$ cat config.mk
export PLATFORM = sky130hd
export DESIGN_NAME = tick_arbiter
export DESIGN_NICKNAME = d
export VERILOG_FILES = /design/src/rtl/tick_arbiter.sv
export SDC_FILE = /design/constraint.sdc
export NUM_CORES = 1
export LEC_CHECK = 0
export BUFFER_PORTS_ARGS = -buffer_cell sky130_fd_sc_hd__buf_2
export CORE_AREA = 2 2 39 41
export CTS_CLUSTER_DIAMETER = 50
export CTS_CLUSTER_SIZE = 20
export DETAILED_ROUTE_END_ITERATION = 10
export DIE_AREA = 0 0 41 43
export PLACE_DENSITY = 0.81
export REMOVE_ABC_BUFFERS = 1
export SETUP_SLACK_MARGIN = 0.02
export SLEW_MARGIN = 40
export SYNTH_ARGS = -nofsm -noshare
export SYNTH_HDL_FRONTEND = slang
export SYNTH_SLANG_ARGS = --single-unit
export TNS_END_PERCENT = 30
$ cat constraint.sdc
create_clock -name clock -period 2.5 [get_ports clock]
set_input_delay 0.375 -clock clock [delete_from_list [all_inputs] [get_ports clock]]
set_output_delay 0.375 -clock clock [all_outputs]
set_load 0.005 [all_outputs]
$ cat src/rtl/tick_arbiter.sv
// Round-robin arbiter for one-clock request ticks.
// It latches the ticks as pending bits, flags overruns, and offers one registered grant at a time.
module tick_arbiter #(
  parameter int N   = 4,
  parameter int IDW = 2
) (
  input  logic           clock,
  input  logic           reset,
  input  logic [N-1:0]   req,
  output logic           grant_valid,
  output logic [IDW-1:0] grant_id,
  input  logic           grant_ack,
  output logic [N-1:0]   pending,
  output logic [N-1:0]   overrun,
  input  logic           clear_overrun
);

  typedef enum logic {
    IDLE  = 1'b0,
    GRANT = 1'b1
  } state_e;

  state_e         state_q, state_d;
  logic           grant_valid_q, grant_valid_d;
  logic [IDW-1:0] grant_id_q, grant_id_d;
  logic [IDW-1:0] last_id_q, last_id_d;
  logic [N-1:0]   pending_q, pending_d;
  logic [N-1:0]   overrun_q, overrun_d;

  logic [N-1:0]   clr_mask;
  logic           acked;
  logic           sel_found;
  logic [IDW-1:0] sel_id;
  logic [IDW:0]   idx;
  logic [IDW-1:0] idx_s;

  // Round-robin search: first pending index after last_id, with wrap
  always_comb begin
    sel_found = 1'b0;
    sel_id    = '0;
    idx       = '0;
    idx_s     = '0;
    for (int k = 1; k <= N; k++) begin
      idx = {1'b0, last_id_q} + (IDW+1)'(k);
      if (idx >= (IDW+1)'(N)) begin
        idx = idx - (IDW+1)'(N);
      end
      idx_s = idx[IDW-1:0];
      if (!sel_found && pending_q[idx_s]) begin
        sel_found = 1'b1;
        sel_id    = idx_s;
      end
    end
  end

  assign acked    = (state_q == GRANT) && grant_ack;
  assign clr_mask = acked ? (N'(1) << grant_id_q) : '0;

  // A tick on the bit being serviced this cycle re-arms it cleanly
  always_comb begin
    pending_d = (pending_q & ~clr_mask) | req;
    overrun_d = clear_overrun ? '0 : overrun_q;
    overrun_d = overrun_d | (req & pending_q & ~clr_mask);
  end

  always_comb begin
    state_d       = state_q;
    grant_valid_d = grant_valid_q;
    grant_id_d    = grant_id_q;
    last_id_d     = last_id_q;
    unique case (state_q)
      IDLE: begin
        grant_valid_d = 1'b0;
        if (sel_found) begin
          state_d       = GRANT;
          grant_valid_d = 1'b1;
          grant_id_d    = sel_id;
        end
      end
      GRANT: begin
        if (grant_ack) begin
          state_d       = IDLE;
          grant_valid_d = 1'b0;
          last_id_d     = grant_id_q;
        end
      end
      default: begin
        state_d       = IDLE;
        grant_valid_d = 1'b0;
      end
    endcase
  end

  always_ff @(posedge clock) begin
    if (reset) begin
      state_q       <= IDLE;
      grant_valid_q <= 1'b0;
      grant_id_q    <= '0;
      last_id_q     <= IDW'(N-1);
      pending_q     <= '0;
      overrun_q     <= '0;
    end else begin
      state_q       <= state_d;
      grant_valid_q <= grant_valid_d;
      grant_id_q    <= grant_id_d;
      last_id_q     <= last_id_d;
      pending_q     <= pending_d;
      overrun_q     <= overrun_d;
    end
  end

  assign grant_valid = grant_valid_q;
  assign grant_id    = grant_id_q;
  assign pending     = pending_q;
  assign overrun     = overrun_q;

endmodule

======== Word level (Yosys, flattened, before mapping) ========
Index checks and enable logic that the tools add are counted.
operators by class
  add/subtract/negate cells ............... 8
  order comparisons ....................... 8
  equal/unequal tests ..................... 1
  shifts and indexed selects .............. 1
  mux-type cells .......................... 27
  bitwise logic cells ..................... 7
  reduce and logical (&&, ||, !) cells .... 9
operators with widths
  cell                                                                   count
  2-bit 2-to-1 mux                                                       8
  4-bit bitwise AND                                                      3
  3-bit greater-or-equal comparator (second input constant)              4
  2-bit by 3-bit < comparator with 1-bit output (second input constant)  4
  1-bit 2-to-1 mux                                                       11
  1-bit binary-select mux with 2-bit select                              4
  4-bit 2-to-1 mux                                                       2
  4-bit OR                                                               2
  2-bit by 1-bit subtractor with 2-bit output (second input constant)    4
  2-bit by 2-bit adder with 3-bit output (second input constant)         2
  1-bit logical AND                                                      4
  4-bit inverter                                                         1
  1-bit case mux with 2 select lines                                     2
  2-bit AND reduction                                                    2
  1-bit by 2-bit left shift with 4-bit output (first input constant)     1
  2-bit by 1-bit adder with 3-bit output (second input constant)         1
  2-bit by 3-bit adder with 3-bit output (second input constant)         1
  1-bit zero test                                                        3
  2-bit inequality test (second input constant)                          1
  1-bit inverter                                                         1
word-level totals
  flip-flop bits (word level) ............. 14
  output and inout bits ................... 11

======== Logic depth before layout (Yosys ltp) ========
Gate-level depths: netlist of run 1.
  depth in word-level cells ............... 17
  gate-level depth with buffers ........... 5

======== Worst setup path after synthesis of run 1 ========
Ideal clock, no wire load.
  path kind ............................... register to register
  start ................................... reg state_q
  end ..................................... reg pending_q[0] (netlist: pending[0])
  setup time .............................. 127 ps
  data arrival time ....................... 975 ps
  required time ........................... 2,373 ps
  slack ................................... 1,398 ps
  stages on the path, launching flop included .. 6
  path buffers ............................ 1
  path through ............................ dfxtp_1 > buf_4 > nand2_2 > or3_1 > a21oi_1 > nor2_1
on the way
  cells in the longest elaborated chain, start to end .. 5
ends and longest elaborated chain
  element                   RTL line  text
  start: declaration        23        state_e state_q, state_d;
  start signal: assignment  103       state_q <= state_d;
  1-bit logical AND         56        assign acked = (state_q == GRANT) && grant_ack;
  4-bit 2-to-1 mux          57        assign clr_mask = acked ? (N'(1) << grant_id_q) : '0;
  4-bit inverter            61        pending_d = (pending_q & ~clr_mask) | req;
  4-bit bitwise AND         61
  4-bit OR                  61
  end signal: assignment    107       pending_q <= pending_d;
  end: declaration          27        logic [N-1:0] pending_q, pending_d;
Every way passes these cells.
A chain may end at the register's enable or synchronous reset.

======== Worst setup path after layout of run 1 ========
  start ................................... reg pending_q[3] (netlist: pending[3])
  end ..................................... out pending[3]
RTL lines
  element           RTL line  text
  end: declaration  13        output logic [N-1:0] pending,
No word-level cell between the ends.

==> flow_summary.yaml, run 1 <==
sta:
  setup_viol: 0
  fmax_mhz: 733.0
  fin_skew_ns: 0.001457
  period_needed_ns: 1.364
  maxSlewHeadroom_pct: 77.06
  hold_violations: 0
  min_period_over_period_pct: 54.57
  worst_slew_pin_slew_ns: 0.3437
  slew_violations: 0
  tns_ns: 0
  fin_hold_ws_ns: 0.3170
  rsz0062_at_grt: "no"
synth:
  yosys.area.top_type_share_pct: 44.36
  synth_mux_area_share_pct: 0
  synth_seq_area_share_pct: 44.36
  synth_area_leaders: "dfxtp_1, a21oi_1, nand2_1"
  synth_compound_area_share_pct: 21.39
  ys_warn_count: 0
  synthSimpleGateAreaFrac_pct: 26.34
  synth_fa_ha_area_share_pct: 0
  syn-instance-count: 77
  avgSynthCellArea_um2: 8.206
  synth_xor_area_share_pct: 0
  yosysTopAreaCell: "dfxtp_1"
  netlist_area_um2: 631.9
  synth_top_family_by_area: "simple AND/OR/NAND/NOR gates"
  ys_ff_latch: 14
  yosysUniqueCellTypes: 30
critical_path:
  crit_path_top_delay_cell: "dfxtp_1"
  path_cells: "buf_2"
  crit_required_ns: 2.12
  crit_type: "reg -> out"
  r2r_slack_ns: 1.27
  cp-start-kind: "register"
  crit_cells: 1
  worst_path_largest_cell_delay_ns: 0.53
  cp_top_family: "flip-flops"
  worst-path-buf-inv: 1
  path_max_fanout: 9
  end_kind: "primary output"
  arrival_ns: 0.99
  reg2regPathDepth: 4
routing:
  drt_iter0_drc: 13
  firstDrtPassIters: 4
  routed_wl_mm: 1.302
  avgRoutedWirePerCell_um: 11.73
  vias_per_cell: 5.432
  via_count: 603
  drc: 0
  detail-route-antenna-nets: 0
power:
  leakagePower_nw: 0.3439
  powerDensity_mw_per_mm2: 672.9
  ir_drop_uv: 282.1
global_route:
  grt_pass1_vias: 494
  grt_pass1_wl_mm: 1.966
  grt_usage_pct: 16.16
  overflow: 0
  antenna_found_initial: 0
  grt_max_degree: 15
clock_tree:
  post_cts_buffers: 0
  clkLatencyLatePin_ns: 0.27
  cts_tree: "yes"
  numCtsBuffers: 3
  cts.hold.buffers_added: 0
  cts-resized-gates: 0
  cts_root_buf: "clkbuf_4"
  htreeDepth: 1
  clockBufferDepth: 2
  clk_pin_slew_worst_paths_ns: 0.08
  cts.sinks: 14
run_status:
  outcome: "finished clean"
floorplanning:
  ioPinCount: 19
  die_w_um: 41
  num_rows: 14
  die_area_mm2: 0.001763
  dieHeight_um: 43
  core_area_mm2: 0.001384
  start_util_pct: 45.66
placement:
  gp_congestion: 0.8167
  place.detailed.hpwl_um: 988.7
  post_dp_cell_area_um2: 714.4
  portBuffers: 18
final_layout:
  num-nets-final: 104
  final_cell_area_um2: 750.7
  finalCoreUtilization_pct: 54.25
  num_antenna_cells: 0
  drive_gt1_share_pct: 29.47
  syn_to_final_growth_pct: 18.81
  fillers: 127
hold_path:
  min_delay_path_depth: 3
  hold_class: "in -> reg"
flow_run:
  drv_cap: 0
metal layers:
layer  routed length (um)  vias to the layer above  global-route usage [%]
li1                     -                      304                       -
met1                  603                      280                   20.66
met2                  641                       17                   24.69
met3                   48                        2                   3.141
met4                    8                        0                   8.000
met5                    0                        -                       0
sequential cells by signal (all words and copies together) (netlist names):
name / cells
overrun: 4
pending: 4
grant_id: 2
last_id_q: 2
grant_valid: 1
state_q: 1
worst register-to-register path, cell delays in order (launching register included):
cell and delay, ns:
dfxtp_1 0.53, nor4_2 0.11, nor2_2 0.19, nor2_1 0.06, a311oi_1 0.25
cell usage after synthesis (all sizes together):
| master | n |
|---|---|
| a32oi | 1 |
| nor2b | 1 |
| nand4 | 1 |
| dfxtp | 14 |
| nor3b | 1 |
| nand3b | 2 |
| o21ai | 4 |
| nand3 | 3 |
| or2 | 2 |
| a21o | 1 |
| buf | 3 |
| a21oi | 7 |
| o221ai | 2 |
| nand2 | 10 |
| nor4 | 1 |
| a311oi | 2 |
| nor2 | 10 |
| a31oi | 1 |
| or3 | 1 |
| o211ai | 1 |
| inv | 6 |
| a211oi | 1 |
| clkbuf | 1 |
| o22ai | 1 |
cell usage in the layout, fill, tap and decap left out, drive strengths merged, types with 3 or more instances in the layout:
| cell | synthesis | final |
|---|---|---|
| nand3 | 3 | 3 |
| dfxtp | 14 | 14 |
| nor2 | 10 | 10 |
| clkbuf | 1 | 4 |
| a21oi | 7 | 7 |
| o21ai | 4 | 4 |
| nand2 | 10 | 10 |
| inv | 6 | 6 |
| buf | 3 | 18 |
worst paths after layout:
| kind | from | endpoint |
|---|---|---|
| worst max register to register | pending[3]$_SDFF_PP0_ | grant_id[0]$_SDFFE_PP0P_ |
| worst max-delay path | pending[3]$_SDFF_PP0_ | pending[3] |
| worst min register to register | overrun[1]$_SDFF_PP0_ | overrun[1]$_SDFF_PP0_ |
| worst min-delay path | req[3] | pending[3]$_SDFF_PP0_ |
where the power goes:
group | switching, W | leakage [nW] | internal, W | total, W
Clock | 0.0000717 | 0.0210 | 0.0000885 | 0.000160
Combinational | 0.0000383 | 0.207 | 0.0000378 | 0.0000762
Sequential | 0.0000275 | 0.116 | 0.000241 | 0.000269
Total | 0.000137 | 0.344 | 0.000368 | 0.000505
area by class of cell:
| cell class | instances | area [um2] | share of cell area (%) |
|---|---|---|---|
| clock buffer | 4 | 36.28 | 4.833 |
| inverter | 6 | 22.52 | 3.000 |
| multi-input combinational | 53 | 301.5 | 40.17 |
| sequential | 14 | 280.3 | 37.33 |
| tap | 16 | 20.02 | 2.667 |
| timing repair buffer | 18 | 90.09 | 12.00 |
cells by family after synthesis:
kind of cell / after synthesis
AND/OR/NAND/NOR: 32
AO/OA/AOI/OAI: 21
flip-flops: 14
buffers and inverters: 10
metrics by stage:
stage               instances  total power [W]  setup WS, ns
floorplan                  73        0.0003141         1.376
global placement          107        0.0003459         1.290
detailed placement        107        0.0003495         1.260
CTS                       111        0.0005075         1.136
global route              111        0.0005341         1.059
finish                    111        0.0005052         1.136
Note: power is estimated with default switching activity, not from simulation.
==> run 2, diff against run 1 <==
ABC_AREA = 1   (was unset)
CORE_AREA = unset   (was 2 2 39 41)
CORE_MARGIN = 1.5   (was unset)
CORE_UTILIZATION = 51   (was unset)
DIE_AREA = unset   (was 0 0 41 43)
PLACE_DENSITY = 0.83   (was 0.81)
clock period = 1.3 ns   (was 2.5 ns; I/O delays follow)
==> flow_summary.yaml, run 2 <==
routing:
  via_count: 820
  routed_wl_mm: 1.943
  avgRoutedWirePerCell_um: 12.07
  firstDrtPassIters: 4
  drc: 0
  detail-route-antenna-nets: 0
  drt_iter0_drc: 22
  vias_per_cell: 5.093
synth:
  synth_fa_ha_area_share_pct: 0
  synth_area_leaders: "dfxtp_1, nand2_1, a21oi_1"
  synth_common_cells: "nand2_1, dfxtp_1, inv_1"
  synth_seq_area_share_pct: 34.04
  yosys.area.top_type_share_pct: 34.04
  netlist_area_um2: 823.3
  syn-instance-count: 120
  synth_edf_count: 0
  synth_compound_area_share_pct: 11.25
  synthSimpleGateAreaFrac_pct: 45.44
  async_flop_share_pct: 0
  synth_xor_area_share_pct: 0
  synth_mux_area_share_pct: 0
  ys.flop_type: "dfxtp_1"
  yosysUniqueCellTypes: 21
  post-synth-top-count-cell: "nand2_1"
  synth_top_family_by_area: "simple AND/OR/NAND/NOR gates"
  avgSynthCellArea_um2: 6.861
  yosysTopAreaCell: "dfxtp_1"
  ys_ff_latch: 14
  ys_warn_count: 0
placement:
  portBuffers: 18
  post_dp_cell_area_um2: 940.9
  gp_congestion: 0.7706
  place.detailed.hpwl_mm: 1.331
sta:
  fmax_mhz: 745.8
  fin_skew_ns: 0.006014
  maxSlewHeadroom_pct: 84.41
  fin_hold_ws_ns: 0.1307
  slew_violations: 0
  rsz0062_at_grt: "yes"
  fin_ws_ns: -0.04084
  setup_viol: 2
  hold_violations: 0
  worst_slew_pin_slew_ns: 0.2318
  period_needed_ns: 1.341
  min_period_over_period_pct: 103.1
hold_path:
  hold_class: "in -> reg"
power:
  ir_drop_uv: 814.2
  leakagePower_nw: 0.5426
  fin_total_pwr_w: 0.001334
  powerDensity_mw_per_mm2: 1284
critical_path:
  end_kind: "register"
  path_cells: "inv_2, nand2_2, nand2_4, nand2_1, nand2_1, inv_2, nand3_4, nand2_4, nor2_1, nor2_2"
  worst_path_largest_cell_delay_ns: 0.38
  crit_required_ns: 1.47
  cp-start-kind: "register"
  worst-path-buf-inv: 2
  path_max_fanout: 6
  cp_top_family: "simple AND/OR/NAND/NOR gates"
  crit_path_top_delay_cell: "dfxtp_4"
  r2r_slack_ns: -0.04
  arrival_ns: 1.51
  crit_type: "reg -> reg"
final_layout:
  layout_common_cells: "nand2_1, buf_2, inv_1"
  syn_to_final_growth_pct: 26.14
  final_common_cell: "nand2_1"
  drive_gt1_share_pct: 37.93
  final_cell_area_mm2: 0.001039
  num-nets-final: 154
  finalCoreUtilization_pct: 68.94
  num_antenna_cells: 0
floorplanning:
  core_area_mm2: 0.001506
  dieHeight_um: 43.18
  die_w_um: 43.18
  ioPinCount: 19
  start_util_pct: 54.65
  die_area_mm2: 0.001865
  num_rows: 14
clock_tree:
  clk_pin_slew_worst_paths_ns: 0.08
  cts.sinks: 14
  numCtsBuffers: 3
  cts.hold.buffers_added: 0
  cts_tree: "yes"
  clkLatencyLatePin_ns: 0.28
  htreeDepth: 1
  clockBufferDepth: 2
  cts_root_buf: "clkbuf_4"
global_route:
  overflow: 0
  grt_pass1_wl_mm: 3.084
  grt_pass1_vias: 724
  grt_max_degree: 13
  antenna_found_initial: 0
  grt_usage_pct: 21.93
flow_run:
  drv_cap: 0
run_status:
  outcome: "finished, violations left"
  violations: "setup timing"
## run 2: cell types whose count changed after synthesis, sizes merged, moves of 3 or more
cell | before | now
nor2 | 10 | 13
a21oi | 7 | 11
inv | 6 | 15
nand3 | 3 | 11
nand2 | 10 | 47
## run 2: area by class of cell
| class | instances | area, um2 |
|---|---|---|
| inverters | 15 | 61.31 |
| multi-input cells | 89 | 500.5 |
| fillers | 130 | 467.9 |
| repair buffers | 23 | 131.4 |
| well taps | 16 | 20.02 |
| flip-flops and latches | 14 | 289.0 |
| clock buffers | 4 | 36.28 |
## run 2: worst paths after layout
path	startpoint	endpoint	cells past startpoint
setup / recovery	last_id_q[1]$_SDFFE_PP1P_	grant_id[1]$_SDFFE_PP0P_	10
hold / removal	req[2]	pending[2]$_SDFF_PP0_	3
setup reg to reg	last_id_q[1]$_SDFFE_PP1P_	grant_id[1]$_SDFFE_PP0P_	10
hold reg to reg	overrun[1]$_SDFF_PP0_	overrun[1]$_SDFF_PP0_	2
## run 2: metal layers
metal  GRT usage, %  up-vias  wire length [um]
met5              0        -                 0
met1          25.78      365               830
met4          9.091        0                47
li1               -      429                 -
met2          37.91       19               988
met3          4.681        7                77
## run 2: stage by stage
| step | setup slack (ns) | instances | setup TNS, ns |
|---|---|---|---|
| after floorplan | -0.09039 | 118 | -0.2537 |
| after global placement | -0.1482 | 155 | -0.5087 |
| after detailed placement | -0.2110 | 155 | -0.7186 |
| after CTS | -0.007783 | 160 | -0.01236 |
| after global routing | -0.1154 | 161 | -0.3600 |
| final | -0.04084 | 161 | -0.05842 |
## run 2: tightest hold or removal path, delay by kind of cell
family / cells / cell delay, ns
AO/OA/AOI/OAI: 1 / 0.03
buffers and inverters: 1 / 0.09
AND/OR/NAND/NOR: 1 / 0.06
## run 2: repair_timing
action	CTS	global route
setup buffers	1	1
gates cloned	0	0
setup endpoints to repair	4	4
gates resized for setup	7	10
pin swaps	2	9
## run 2: cell families after synthesis
group,count (synthesis)
AND/OR/NAND/NOR,73
AO/OA/AOI/OAI,16
buffers and inverters,17
flip-flops,14
## run 2: report_power, final
part | switching [W] | total, W | leakage (nW) | internal, W
registers | 0.0000488 | 0.000528 | 0.116 | 0.000479
clock network | 0.000137 | 0.000308 | 0.0210 | 0.000170
logic | 0.000302 | 0.000498 | 0.405 | 0.000196
total | 0.000488 | 0.00133 | 0.543 | 0.000845
==> run 3, diff against run 2 <==
CORE_MARGIN = unset   (was 1.5)
MAX_ROUTING_LAYER = met4   (was unset)
==> flow_summary.yaml, run 3 (synthesis results as in run 2) <==
flow_run:
  drv_cap: 0
floorplanning:
  die_area_mm2: 0.001779
  start_util_pct: 54.65
  core_area_mm2: 0.001506
  dieHeight_um: 42.18
  num_rows: 14
  ioPinCount: 19
  die_w_um: 42.18
placement:
  post_dp_cell_area_um2: 948.4
  portBuffers: 18
  gp_congestion: 0.7798
  place.detailed.hpwl_mm: 1.414
critical_path:
  cpMostUsedCell: "nand2_2"
  arrival_ns: 1.51
  crit_required_ns: 1.48
  crit_path_top_delay_cell: "dfxtp_4"
  reg2regPathDepth: 11
  worst_path_largest_cell_delay_ns: 0.41
  path_cells: "inv_6, nand2_2, nand2_2, nand2_2, nand2_4, nor2_8, nand3_4, nand2_4, nand2_1, nand2_1, nor2_2"
  end_kind: "register"
  path_max_fanout: 8
  cp_top_family: "simple AND/OR/NAND/NOR gates"
  crit_cells: 11
  worst-path-buf-inv: 1
  crit_type: "reg -> reg"
  cp-start-kind: "register"
global_route:
  grt_max_degree: 13
  grt_pass1_wl_mm: 2.925
  grt_pass1_vias: 719
  grt_usage_pct: 21.90
  overflow: 0
  antenna_found_initial: 0
final_layout:
  final_cell_area_mm2: 0.001015
  num-nets-final: 154
  num_antenna_cells: 0
  layout_common_cells: "nand2_1, buf_2, inv_1"
  drive_gt1_share_pct: 36.81
  syn_to_final_growth_pct: 23.25
  final_common_cell: "nand2_1"
routing:
  vias_per_cell: 5.206
  drc: 1
  via_count: 833
  detail-route-antenna-nets: 0
  avgRoutedWirePerCell_um: 11.59
  routed_wl_mm: 1.854
  firstDrtPassIters: 7
  drt_iter0_drc: 22
sta:
  fin_skew_ns: 0.001464
  maxSlewHeadroom_pct: 85.72
  worst_slew_pin_slew_ns: 0.2123
  tns_ns: -0.06345
  setup_viol: 2
  slew_violations: 0
  min_period_over_period_pct: 102.6
  fin_ws_ns: -0.03374
  hold_violations: 0
  fmax_mhz: 749.8
  rsz0062_at_grt: "yes"
  period_needed_ns: 1.334
hold_path:
  min_delay_path_depth: 3
  hold_class: "in -> reg"
clock_tree:
  clkLatencyLatePin_ns: 0.27
  cts.sinks: 14
  cts_tree: "yes"
  clk_pin_slew_worst_paths_ns: 0.08
  numCtsBuffers: 3
  htreeDepth: 1
  clockBufferDepth: 2
  cts_root_buf: "clkbuf_4"
power:
  leakagePower_nw: 0.5297
  switching_share_pct: 37.86
  p_switching_w: 0.0004762
  power.internal_w: 0.0007817
  clkPwrFrac_pct: 19.1
  pwr-share-comb_pct: 39.2
  ir_drop_uv: 769.2
  powerDensity_mw_per_mm2: 1240
  seqPwrFrac_pct: 41.7
run_status:
  outcome: "finished, violations left"
  violations: "DRC, setup timing"
==> run 3: cell types whose count changed in the layout (fill, tap and decap cells not counted), sizes merged <==
cell / before / now
clkbuf: 4 / 3
==> run 3: final timing paths <==
kind	slack, ns	end	from
setup / recovery	-0.03	grant_id[1]$_SDFFE_PP0P_	last_id_q[0]$_SDFFE_PP1P_
hold / removal	0.14	pending[2]$_SDFF_PP0_	req[2]
setup reg to reg	-0.03	grant_id[1]$_SDFFE_PP0P_	last_id_q[0]$_SDFFE_PP1P_
hold reg to reg	0.47	overrun[1]$_SDFF_PP0_	overrun[1]$_SDFF_PP0_
==> run 3: repair_timing <==
action                     in CTS  in global routing
setup buffers                   1                  0
setup endpoints to repair       4                  5
gates resized for setup        10                  4
hold buffers                    0                  0
pin swaps                       0                  3
==> run 3: worst min-delay path: cells and delay by family <==
family                 cells  cell delay [ns]
buffers and inverters      1             0.08
AO/OA/AOI/OAI              1             0.03
AND/OR/NAND/NOR            1             0.06
==> run 3: per-layer routing <==
layer / GRT usage, % / share of wire, % / vias to the layer above
met5: - / 0 / -
met4: 9.375 / 1.5 / 0
met3: 1.293 / 2.4 / 4
met2: 39.08 / 53 / 15
met1: 25.14 / 43 / 385
li1: - / - / 429
==> run 3: stage by stage <==
stage               setup WS (ns)  utilization (%)  hold WS [ns]  cells  total power (W)
floorplan                -0.09039                -        0.2641    118        0.0008599
global placement          -0.1498            62.96        0.4164    156        0.0009724
detailed placement        -0.2198            62.96        0.4223    156        0.0009890
CTS                      -0.01541            66.28        0.1348    160         0.001240
global route              -0.1158            67.36        0.1421    160         0.001331
finish                   -0.03374            67.36        0.1350    160         0.001258
==> run 3: layout make-up <==
cell class	count	area, um2
Multi-Input combinational cell	89	493.0
Fill cell	130	491.7
Sequential cell	14	286.5
Timing Repair Buffer	23	131.4
Inverter	15	61.31
Clock buffer	3	22.52
Tap cell	16	20.02
==> run 3: power groups by stage <==
stage / Combinational [W] / Clock, W / Sequential, W
after global routing: 0.000542 / 0.000257 / 0.000532
after CTS: 0.000476 / 0.000242 / 0.000523
after floorplan: 0.000327 / 0 / 0.000533
final: 0.000493 / 0.000240 / 0.000525
after global placement: 0.000441 / 0 / 0.000531
after detailed placement: 0.000456 / 0 / 0.000533
